## src/rtl/nexys4_result_capture_if.sv

```systemverilog
// Processor-board result bus, as seen between the MIMD wrapper and the
// result-capture block.
//   DataOut      result word
//   DataValid    level; a rising edge announces a new valid result
//   DataInvalid  level; a rising edge announces a new result flagged invalid
// master: the wrapper driving results; slave: the capture block.
interface nexys4_result_capture_if #(
  parameter int DATA_WIDTH = 16
);
  logic [DATA_WIDTH-1:0] DataOut;
  logic                  DataValid;
  logic                  DataInvalid;

  modport master (output DataOut, output DataValid, output DataInvalid);
  modport slave  (input  DataOut, input  DataValid, input  DataInvalid);
endinterface

```

## src/rtl/nexys4_result_capture.sv

```systemverilog
// Consumer end of the processor result bus on the Nexys4.
// Each rising edge of DataValid/DataInvalid captures {DataInvalid, DataOut}
// into a small FIFO.  A debounced NextButton pops the head entry and a
// debounced ClearButton flushes the FIFO and the sticky flags.
// Ports:
//   Clock, Reset        clock (rising edge), async active-high reset
//   proc                result bus (slave side)
//   NextButton          raw button, pop head entry
//   ClearButton         raw button, flush FIFO and sticky flags
//   Display             head data, 0 when empty
//   DisplayError        head error tag, 0 when empty
//   DisplayValid        FIFO non-empty
//   Count, Full, Empty  occupancy
//   Overflow            sticky: a push was dropped while full
//   ErrorSeen           sticky: an invalid result was captured
//   Status_Red          Overflow | ErrorSeen
//   Status_Green        DisplayValid & ~Status_Red
module nexys4_result_capture #(
  parameter int DATA_WIDTH      = 16,
  parameter int DEPTH           = 8,
  parameter int DEBOUNCE_CYCLES = 32
) (
  input  logic                       Clock,
  input  logic                       Reset,
  nexys4_result_capture_if.slave     proc,
  input  logic                       NextButton,
  input  logic                       ClearButton,
  output logic [DATA_WIDTH-1:0]      Display,
  output logic                       DisplayError,
  output logic                       DisplayValid,
  output logic [$clog2(DEPTH):0]     Count,
  output logic                       Full,
  output logic                       Empty,
  output logic                       Overflow,
  output logic                       ErrorSeen,
  output logic                       Status_Red,
  output logic                       Status_Green
);

  localparam int AW   = $clog2(DEPTH);
  localparam int CNTW = AW + 1;
  localparam int DBW  = $clog2(DEBOUNCE_CYCLES + 1);

  typedef enum logic [1:0] {
    DB_IDLE,
    DB_ARMING,
    DB_PRESSED,
    DB_RELEASING
  } db_state_t;

  // Reset asserts immediately but releases on a clock edge, so no flop sees
  // a deassertion close to its active edge.
  logic rst_meta_reg;
  logic rst_int_reg;

  always_ff @(posedge Clock or posedge Reset) begin
    if (Reset) begin
      rst_meta_reg <= 1'b1;
      rst_int_reg  <= 1'b1;
    end else begin
      rst_meta_reg <= 1'b0;
      rst_int_reg  <= rst_meta_reg;
    end
  end

  // ---------------- button debouncers: [0]=Next, [1]=Clear ----------------
  logic [1:0] btn_raw;
  logic [1:0] btn_pulse;

  assign btn_raw = {ClearButton, NextButton};

  genvar gi;
  generate
    for (gi = 0; gi < 2; gi++) begin : g_debounce
      logic           sync1_reg;
      logic           sync2_reg;
      db_state_t      state_reg;
      db_state_t      state_next;
      logic [DBW-1:0] cnt_reg;
      logic [DBW-1:0] cnt_next;
      logic           pulse;

      always_ff @(posedge Clock or posedge rst_int_reg) begin
        if (rst_int_reg) begin
          sync1_reg <= 1'b0;
          sync2_reg <= 1'b0;
          state_reg <= DB_IDLE;
          cnt_reg   <= '0;
        end else begin
          sync1_reg <= btn_raw[gi];
          sync2_reg <= sync1_reg;
          state_reg <= state_next;
          cnt_reg   <= cnt_next;
        end
      end

      // cnt_reg holds the number of consecutive stable samples already seen
      // in ARMING/RELEASING; the sample that completes the run is the one
      // taken with cnt_reg == DEBOUNCE_CYCLES-1.
      always_comb begin
        state_next = state_reg;
        cnt_next   = cnt_reg;
        pulse      = 1'b0;
        case (state_reg)
          DB_IDLE: begin
            if (sync2_reg) begin
              state_next = DB_ARMING;
              cnt_next   = DBW'(1);
            end
          end
          DB_ARMING: begin
            if (!sync2_reg) begin
              state_next = DB_IDLE;
              cnt_next   = '0;
            end else if (cnt_reg >= DBW'(DEBOUNCE_CYCLES - 1)) begin
              state_next = DB_PRESSED;
              cnt_next   = '0;
              pulse      = 1'b1;
            end else begin
              cnt_next = cnt_reg + DBW'(1);
            end
          end
          DB_PRESSED: begin
            if (!sync2_reg) begin
              state_next = DB_RELEASING;
              cnt_next   = DBW'(1);
            end
          end
          DB_RELEASING: begin
            // A bounce back high returns to PRESSED without a second pulse.
            if (sync2_reg) begin
              state_next = DB_PRESSED;
              cnt_next   = '0;
            end else if (cnt_reg >= DBW'(DEBOUNCE_CYCLES - 1)) begin
              state_next = DB_IDLE;
              cnt_next   = '0;
            end else begin
              cnt_next = cnt_reg + DBW'(1);
            end
          end
          default: begin
            state_next = DB_IDLE;
            cnt_next   = '0;
          end
        endcase
      end

      assign btn_pulse[gi] = pulse;
    end
  endgenerate

  // ---------------- result capture FIFO ----------------
  logic [DATA_WIDTH:0] mem [DEPTH];
  logic [AW-1:0]       wr_ptr_reg;
  logic [AW-1:0]       rd_ptr_reg;
  logic [CNTW-1:0]     count_reg;
  logic                v_q_reg;
  logic                i_q_reg;
  logic                overflow_reg;
  logic                error_seen_reg;

  logic                push;
  logic [DATA_WIDTH:0] entry;
  logic                fifo_empty;
  logic                fifo_full;
  logic                do_clear;
  logic                do_pop;
  logic                do_push;
  logic                drop;
  logic [DATA_WIDTH:0] head;

  assign push       = (proc.DataValid & ~v_q_reg) | (proc.DataInvalid & ~i_q_reg);
  // A simultaneous valid+invalid edge collapses into one entry tagged invalid.
  assign entry      = {proc.DataInvalid, proc.DataOut};
  assign fifo_empty = (count_reg == '0);
  assign fifo_full  = (count_reg == CNTW'(DEPTH));

  // Clear overrides everything; a pop frees a slot for a same-cycle push
  // even when full, so that case is not an overflow.
  assign do_clear = btn_pulse[1];
  assign do_pop   = btn_pulse[0] & ~fifo_empty & ~do_clear;
  assign do_push  = push & (~fifo_full | do_pop) & ~do_clear;
  assign drop     = push & fifo_full & ~do_pop & ~do_clear;

  always_ff @(posedge Clock or posedge rst_int_reg) begin
    if (rst_int_reg) begin
      wr_ptr_reg     <= '0;
      rd_ptr_reg     <= '0;
      count_reg      <= '0;
      v_q_reg        <= 1'b0;
      i_q_reg        <= 1'b0;
      overflow_reg   <= 1'b0;
      error_seen_reg <= 1'b0;
    end else begin
      v_q_reg <= proc.DataValid;
      i_q_reg <= proc.DataInvalid;
      if (do_clear) begin
        wr_ptr_reg     <= '0;
        rd_ptr_reg     <= '0;
        count_reg      <= '0;
        overflow_reg   <= 1'b0;
        error_seen_reg <= 1'b0;
      end else begin
        if (do_push) wr_ptr_reg <= wr_ptr_reg + AW'(1);
        if (do_pop)  rd_ptr_reg <= rd_ptr_reg + AW'(1);
        if (do_push && !do_pop)      count_reg <= count_reg + CNTW'(1);
        else if (do_pop && !do_push) count_reg <= count_reg - CNTW'(1);
        if (drop) overflow_reg <= 1'b1;
        if (do_push && entry[DATA_WIDTH]) error_seen_reg <= 1'b1;
      end
    end
  end

  // Storage carries no reset: stale words are never visible because the
  // head is gated by Empty.
  always_ff @(posedge Clock) begin
    if (do_push) mem[wr_ptr_reg] <= entry;
  end

  assign head = mem[rd_ptr_reg];

  assign Display      = fifo_empty ? '0 : head[DATA_WIDTH-1:0];
  assign DisplayError = fifo_empty ? 1'b0 : head[DATA_WIDTH];
  assign DisplayValid = ~fifo_empty;
  assign Count        = count_reg;
  assign Full         = fifo_full;
  assign Empty        = fifo_empty;
  assign Overflow     = overflow_reg;
  assign ErrorSeen    = error_seen_reg;
  assign Status_Red   = overflow_reg | error_seen_reg;
  assign Status_Green = ~fifo_empty & ~(overflow_reg | error_seen_reg);

endmodule

```

## src/flat_wrapper.sv

```systemverilog
// flat-port wrapper written by rule: the top's interface ports become plain ports
module nexys4_result_capture_flat 
#(
  parameter int DATA_WIDTH      = 16,
  parameter int DEPTH           = 8,
  parameter int DEBOUNCE_CYCLES = 32
)
  (Clock, Reset, NextButton, ClearButton, Display, DisplayError, DisplayValid, Count, Full, Empty, Overflow, ErrorSeen, Status_Red, Status_Green, proc_DataOut, proc_DataValid, proc_DataInvalid);
  nexys4_result_capture_if #(.DATA_WIDTH(DATA_WIDTH)) proc_i ();
  input  logic Clock;
  input  logic Reset;
  input  logic NextButton;
  input  logic ClearButton;
  output logic [DATA_WIDTH-1:0] Display;
  output logic DisplayError;
  output logic DisplayValid;
  output logic [$clog2(DEPTH):0] Count;
  output logic Full;
  output logic Empty;
  output logic Overflow;
  output logic ErrorSeen;
  output logic Status_Red;
  output logic Status_Green;
  input wire logic [$bits(proc_i.DataOut)-1:0] proc_DataOut;
  input wire logic [$bits(proc_i.DataValid)-1:0] proc_DataValid;
  input wire logic [$bits(proc_i.DataInvalid)-1:0] proc_DataInvalid;
  assign proc_i.DataOut = proc_DataOut;
  assign proc_i.DataValid = proc_DataValid;
  assign proc_i.DataInvalid = proc_DataInvalid;
  nexys4_result_capture #(.DATA_WIDTH(DATA_WIDTH), .DEPTH(DEPTH), .DEBOUNCE_CYCLES(DEBOUNCE_CYCLES)) u_core (.Clock(Clock), .Reset(Reset), .proc(proc_i), .NextButton(NextButton), .ClearButton(ClearButton), .Display(Display), .DisplayError(DisplayError), .DisplayValid(DisplayValid), .Count(Count), .Full(Full), .Empty(Empty), .Overflow(Overflow), .ErrorSeen(ErrorSeen), .Status_Red(Status_Red), .Status_Green(Status_Green));
endmodule
```

## config.mk

```make
export PLATFORM = sky130hd
export DESIGN_NAME = nexys4_result_capture_flat
export DESIGN_NICKNAME = d
export VERILOG_FILES = /design/src/rtl/nexys4_result_capture_if.sv /design/src/rtl/nexys4_result_capture.sv /design/src/flat_wrapper.sv
export SDC_FILE = /design/constraint.sdc
export NUM_CORES = 1
export LEC_CHECK = 0
export ABC_AREA = 1
export BUFFER_PORTS_ARGS = -buffer_cell sky130_fd_sc_hd__buf_2
export CAP_MARGIN = 25
export CORE_AREA = 2 2 113 115
export DETAILED_ROUTE_END_ITERATION = 8
export DIE_AREA = 0 0 115 117
export PLACE_DENSITY = 0.78
export REMOVE_ABC_BUFFERS = 1
export SYNTH_ARGS = -nofsm -noshare
export SYNTH_HDL_FRONTEND = slang
export SYNTH_SLANG_ARGS = --single-unit
export TNS_END_PERCENT = 5
```

## constraint.sdc

```tcl
create_clock -name Clock -period 1.8 [get_ports Clock]
set_clock_uncertainty 0.15 [all_clocks]
set_input_delay 0.18 -clock Clock [delete_from_list [all_inputs] [get_ports Clock]]
set_output_delay 0.18 -clock Clock [all_outputs]
set_load 0.005 [all_outputs]
```

==> implementation parameters <==
Parameter                              Value

Outcome
  Run status    complete, but fails checks
  Failing checks    negative setup slack

Detailed routing
  Routed len/inst    19.48 um
  DRC viols    0
  Via count normalized by instance count    5.797
  Via count    5252
  Total iterations of the first detailed-routing run    5
  Aggregate routed wire length    17.65 mm
  Detail Route Antenna Nets    0
  Starting DRC count in detailed routing    596

Setup path
  Top fanout value on the critical path    3
  Arrival time of the worst setup path    2520 ps
  Cell type of the slowest stage on the worst timing path    sky130_fd_sc_hd__fa_2
  Critical path cell sequence    ha_2 > nand4_1 > nand2_2 > nand2_4 > nand3_4 > nand2_4 > nand3_4 > inv_4 > ha_4 > buf_6 > fa_2 > nor2_1 > a21oi_1 > nor2_1
  Startpoint type of the worst setup path    flip-flop
  Data required time of the worst path    1970 ps
  Critical Setup Path Class    flip-flop to flip-flop
  Largest incremental delay on the critical path    510 ps
  Endpoint kind of the worst setup timing path    flip-flop

Synthesis
  Avg Cell Area, Syn    11.81 um^2
  Xor-xnor portion of the synthesized cell area    0.9727%
  Compound-cell area share of the yosys netlist    10.47%
  Post-synth top area share    56.70%
  Multiplexer share of the synthesized area    0%
  Cell type with the largest total area after synthesis    sky130_fd_sc_hd__edfxtp_1
  Part of the Yosys area used for sequential elements    69.24%
  Count of state elements after synthesis    172
  Share of synthesized cell area in full adder, half adder and majority cells    1.494%
  Count leader, synth    sky130_fd_sc_hd__nor2_1
  Primary FF master, synth    sky130_fd_sc_hd__edfxtp_1
  Post-synth EDFFs    136
  Netlist cell types    39
  Number of warnings reported in the yosys synthesis log    0
  Cell count after synthesis    610
  Simple-gate portion of the synthesized area    13.83%
  Async SR Flop Fraction    20.93%
  Ranking of synthesized cells by instance count    146 x sky130_fd_sc_hd__nor2_1, 136 x sky130_fd_sc_hd__edfxtp_1, 73 x sky130_fd_sc_hd__o21ai_0
  Combinational family with the most area after synthesis    simple AND/OR/NAND/NOR gates
  Most area-consuming cells after synthesis    sky130_fd_sc_hd__edfxtp_1 57%, sky130_fd_sc_hd__dfrtp_1 12%, sky130_fd_sc_hd__nor2_1 7.6%
  Area of the mapped netlist    0.007203 mm^2

Power
  Power density relative to cell area    1204 mW/mm^2
  NetSw    3.250 mW
  Net switching share of the total power    28.71%
  Total power consumption of the routed design    11.32 mW
  Leakage Power    3.619 nW
  Combinational share of power    23.6%
  Fraction of power consumed by the clock network    30.9%
  Sequential fraction of design power    45.5%
  Internal power    8.069 mW
  Worst VDD drop    0.0009339 V

Timing
  Count of pins over their slew limit    0
  Final critical delay including setup and external delays    2360 ps
  Final count of hold timing violations    0
  Setup WS post-layout    -559.6 ps
  Share of the clock period used by the worst path after layout    131.1%
  Maximum clock frequency    423.8 MHz
  WHS    93.91 ps
  Final setup vio count    157
  RSZ-0062 raised after global routing    true

GRT
  Overall Global Routing Usage    25.33%
  Number of global-route vias before repair    5048
  Leftover overflow at the end of global routing    0
  Wire length of the first global-routing pass    25.25 mm
  Pin count of the biggest net entering global routing    45
  Initial antenna violation count    0

Floorplanning
  Die area    0.01346 mm^2
  Floorplan die height    117 um
  Initial standard-cell utilization of the core    58.51%
  CORE AREA    0.01231 mm^2
  DIE WIDTH    115 um
  Number of primary I/O pins    50
  Std-Cell Rows    41

Cells and area
  ANT cells    0
  Post-layout nets    773
  Number of fill cells in the layout    719
  Fraction of final layout cells with drive strength greater than 1    28.31%
  Largest register FFs    136
  Area added between synthesis and finish    30.50%
  Non-filler instance count after layout    906
  Final core area utilization    76.35%

Clocking
  Maximum root-to-sink buffer count    2
  CTS Buf Count    17
  CTS tree    yes
  Clock-pin transition on the worst setup and hold timing paths    60 ps
  TritonCTS sink count    172
  CTS Root Buffer Type    sky130_fd_sc_hd__clkbuf_16
  Later-pin clock latency in the skew report    430 ps
  Htree depth    4

Place
  Number of port buffers    49
  HPWL reported at the end of detailed placement    9.388 mm
  Routability-driven placement congestion ratio    0.8023
  Placed instance count    836

Hold path
  Hold/Removal Path Class    flip-flop to asynchronous set/reset pin

Job
  Count of maximum capacitance violations    0
## power groups by stage
stage	sequential, mW	clock (mW)	combinational (mW)
2_1_floorplan	5.19	0	1.25
3_3_place_gp	5.15	0	2.23
3_5_place_dp	5.19	0	2.36
4_1_cts	5.12	3.50	2.50
5_1_grt	5.19	3.70	2.91
6_report	5.15	3.50	2.67
## stage by stage
step	setup WS [ps]	area [um^2]	TNS (ps)
finish	-559.6	9400	-50270
global route	-664.7	9400	-66470
CTS	-560.6	9040	-47250
detailed placement	-701.5	8075	-43780
global placement	-577.0	8075	-37030
floorplan	-1009	7064	-96570
## cells by family (layout without fill, tap and decap cells)
family | count (synthesis) | in the layout
AND/OR/NAND/NOR | 222 | 222
flip-flops | 172 | 172
AO/OA/AOI/OAI | 133 | 133
buffers and inverters | 66 | 212
adder cells (fa/ha/maj) | 8 | 8
XOR/XNOR | 8 | 8
other | 1 | 1
## placed cells by master (no fill, tap or decap), drive strengths merged, types with 3 or more instances in the layout
cell / Yosys / layout
dfrtp: 34 / 34
o32ai: 17 / 17
xor2: 3 / 3
inv: 37 / 37
nand4: 5 / 5
xnor2: 5 / 5
a21oi: 8 / 8
dlygate4sd3: 0 / 21
edfxtp: 136 / 136
nor2: 157 / 157
o21ai: 102 / 102
clkbuf: 10 / 25
nand3: 26 / 26
buf: 18 / 116
nand2: 30 / 30
ha: 7 / 7
clkinv: 1 / 9
## worst max-delay path: cells and delay by family (launching register included)
kind / cells / cell delay [ps]
AO/OA/AOI/OAI: 1 / 110
adder cells (fa/ha/maj): 3 / 850
buffers and inverters: 2 / 150
flip-flops: 1 / 350
AND/OR/NAND/NOR: 8 / 630
## area by class of cell
class / instances / area (um^2) / share of cell area [%]
clock buffers: 20 / 436.7 / 4.645
clock inverters: 12 / 123.9 / 1.318
inverters: 38 / 157.7 / 1.677
multi-input cells: 372 / 2156 / 22.93
flip-flops and latches: 172 / 4990 / 53.08
well taps: 150 / 187.7 / 1.997
repair buffers: 142 / 1349 / 14.35
## repair_timing
action / CTS / global route
gates cloned: 1 / 5
hold buffers: 21 / 0
gates resized for setup: 48 / 56
endpoints found under the setup margin: 157 / 162
buffers inserted: 2 / 10
pin swaps: 11 / 21
hold endpoints to repair: 142 / 0
## final timing paths
kind | startpoint | slack, ps | end | depth (start not counted)
hold reg to reg | u_core.rst_int_reg | 90 | u_core.g_debounce[1].cnt_reg[2] | 1
max in group asynchronous | u_core.rst_int_reg | 920 | u_core.rd_ptr_reg[0] | 2
setup reg to reg | u_core.g_debounce[1].cnt_reg[1] | -560 | u_core.Count[1] | 14
hold / removal | u_core.rst_int_reg | 90 | u_core.g_debounce[1].cnt_reg[2] | 1
setup / recovery | u_core.g_debounce[1].cnt_reg[1] | -560 | u_core.Count[1] | 14
min in group Clock | u_core.g_debounce[0].sync1_reg | 200 | u_core.g_debounce[0].sync2_reg | 0
## per-layer routing
metal / global-route usage [%] / vias to the layer above / share of wire, %
met4: 8.755 / 0 / 1.8
met3: 6.025 / 35 / 6.7
met5: 0 / - / 0
li1: - / 2417 / -
met2: 44.63 / 231 / 54
met1: 30.94 / 2569 / 38
No activity file was read; power rests on OpenSTA's default activity.
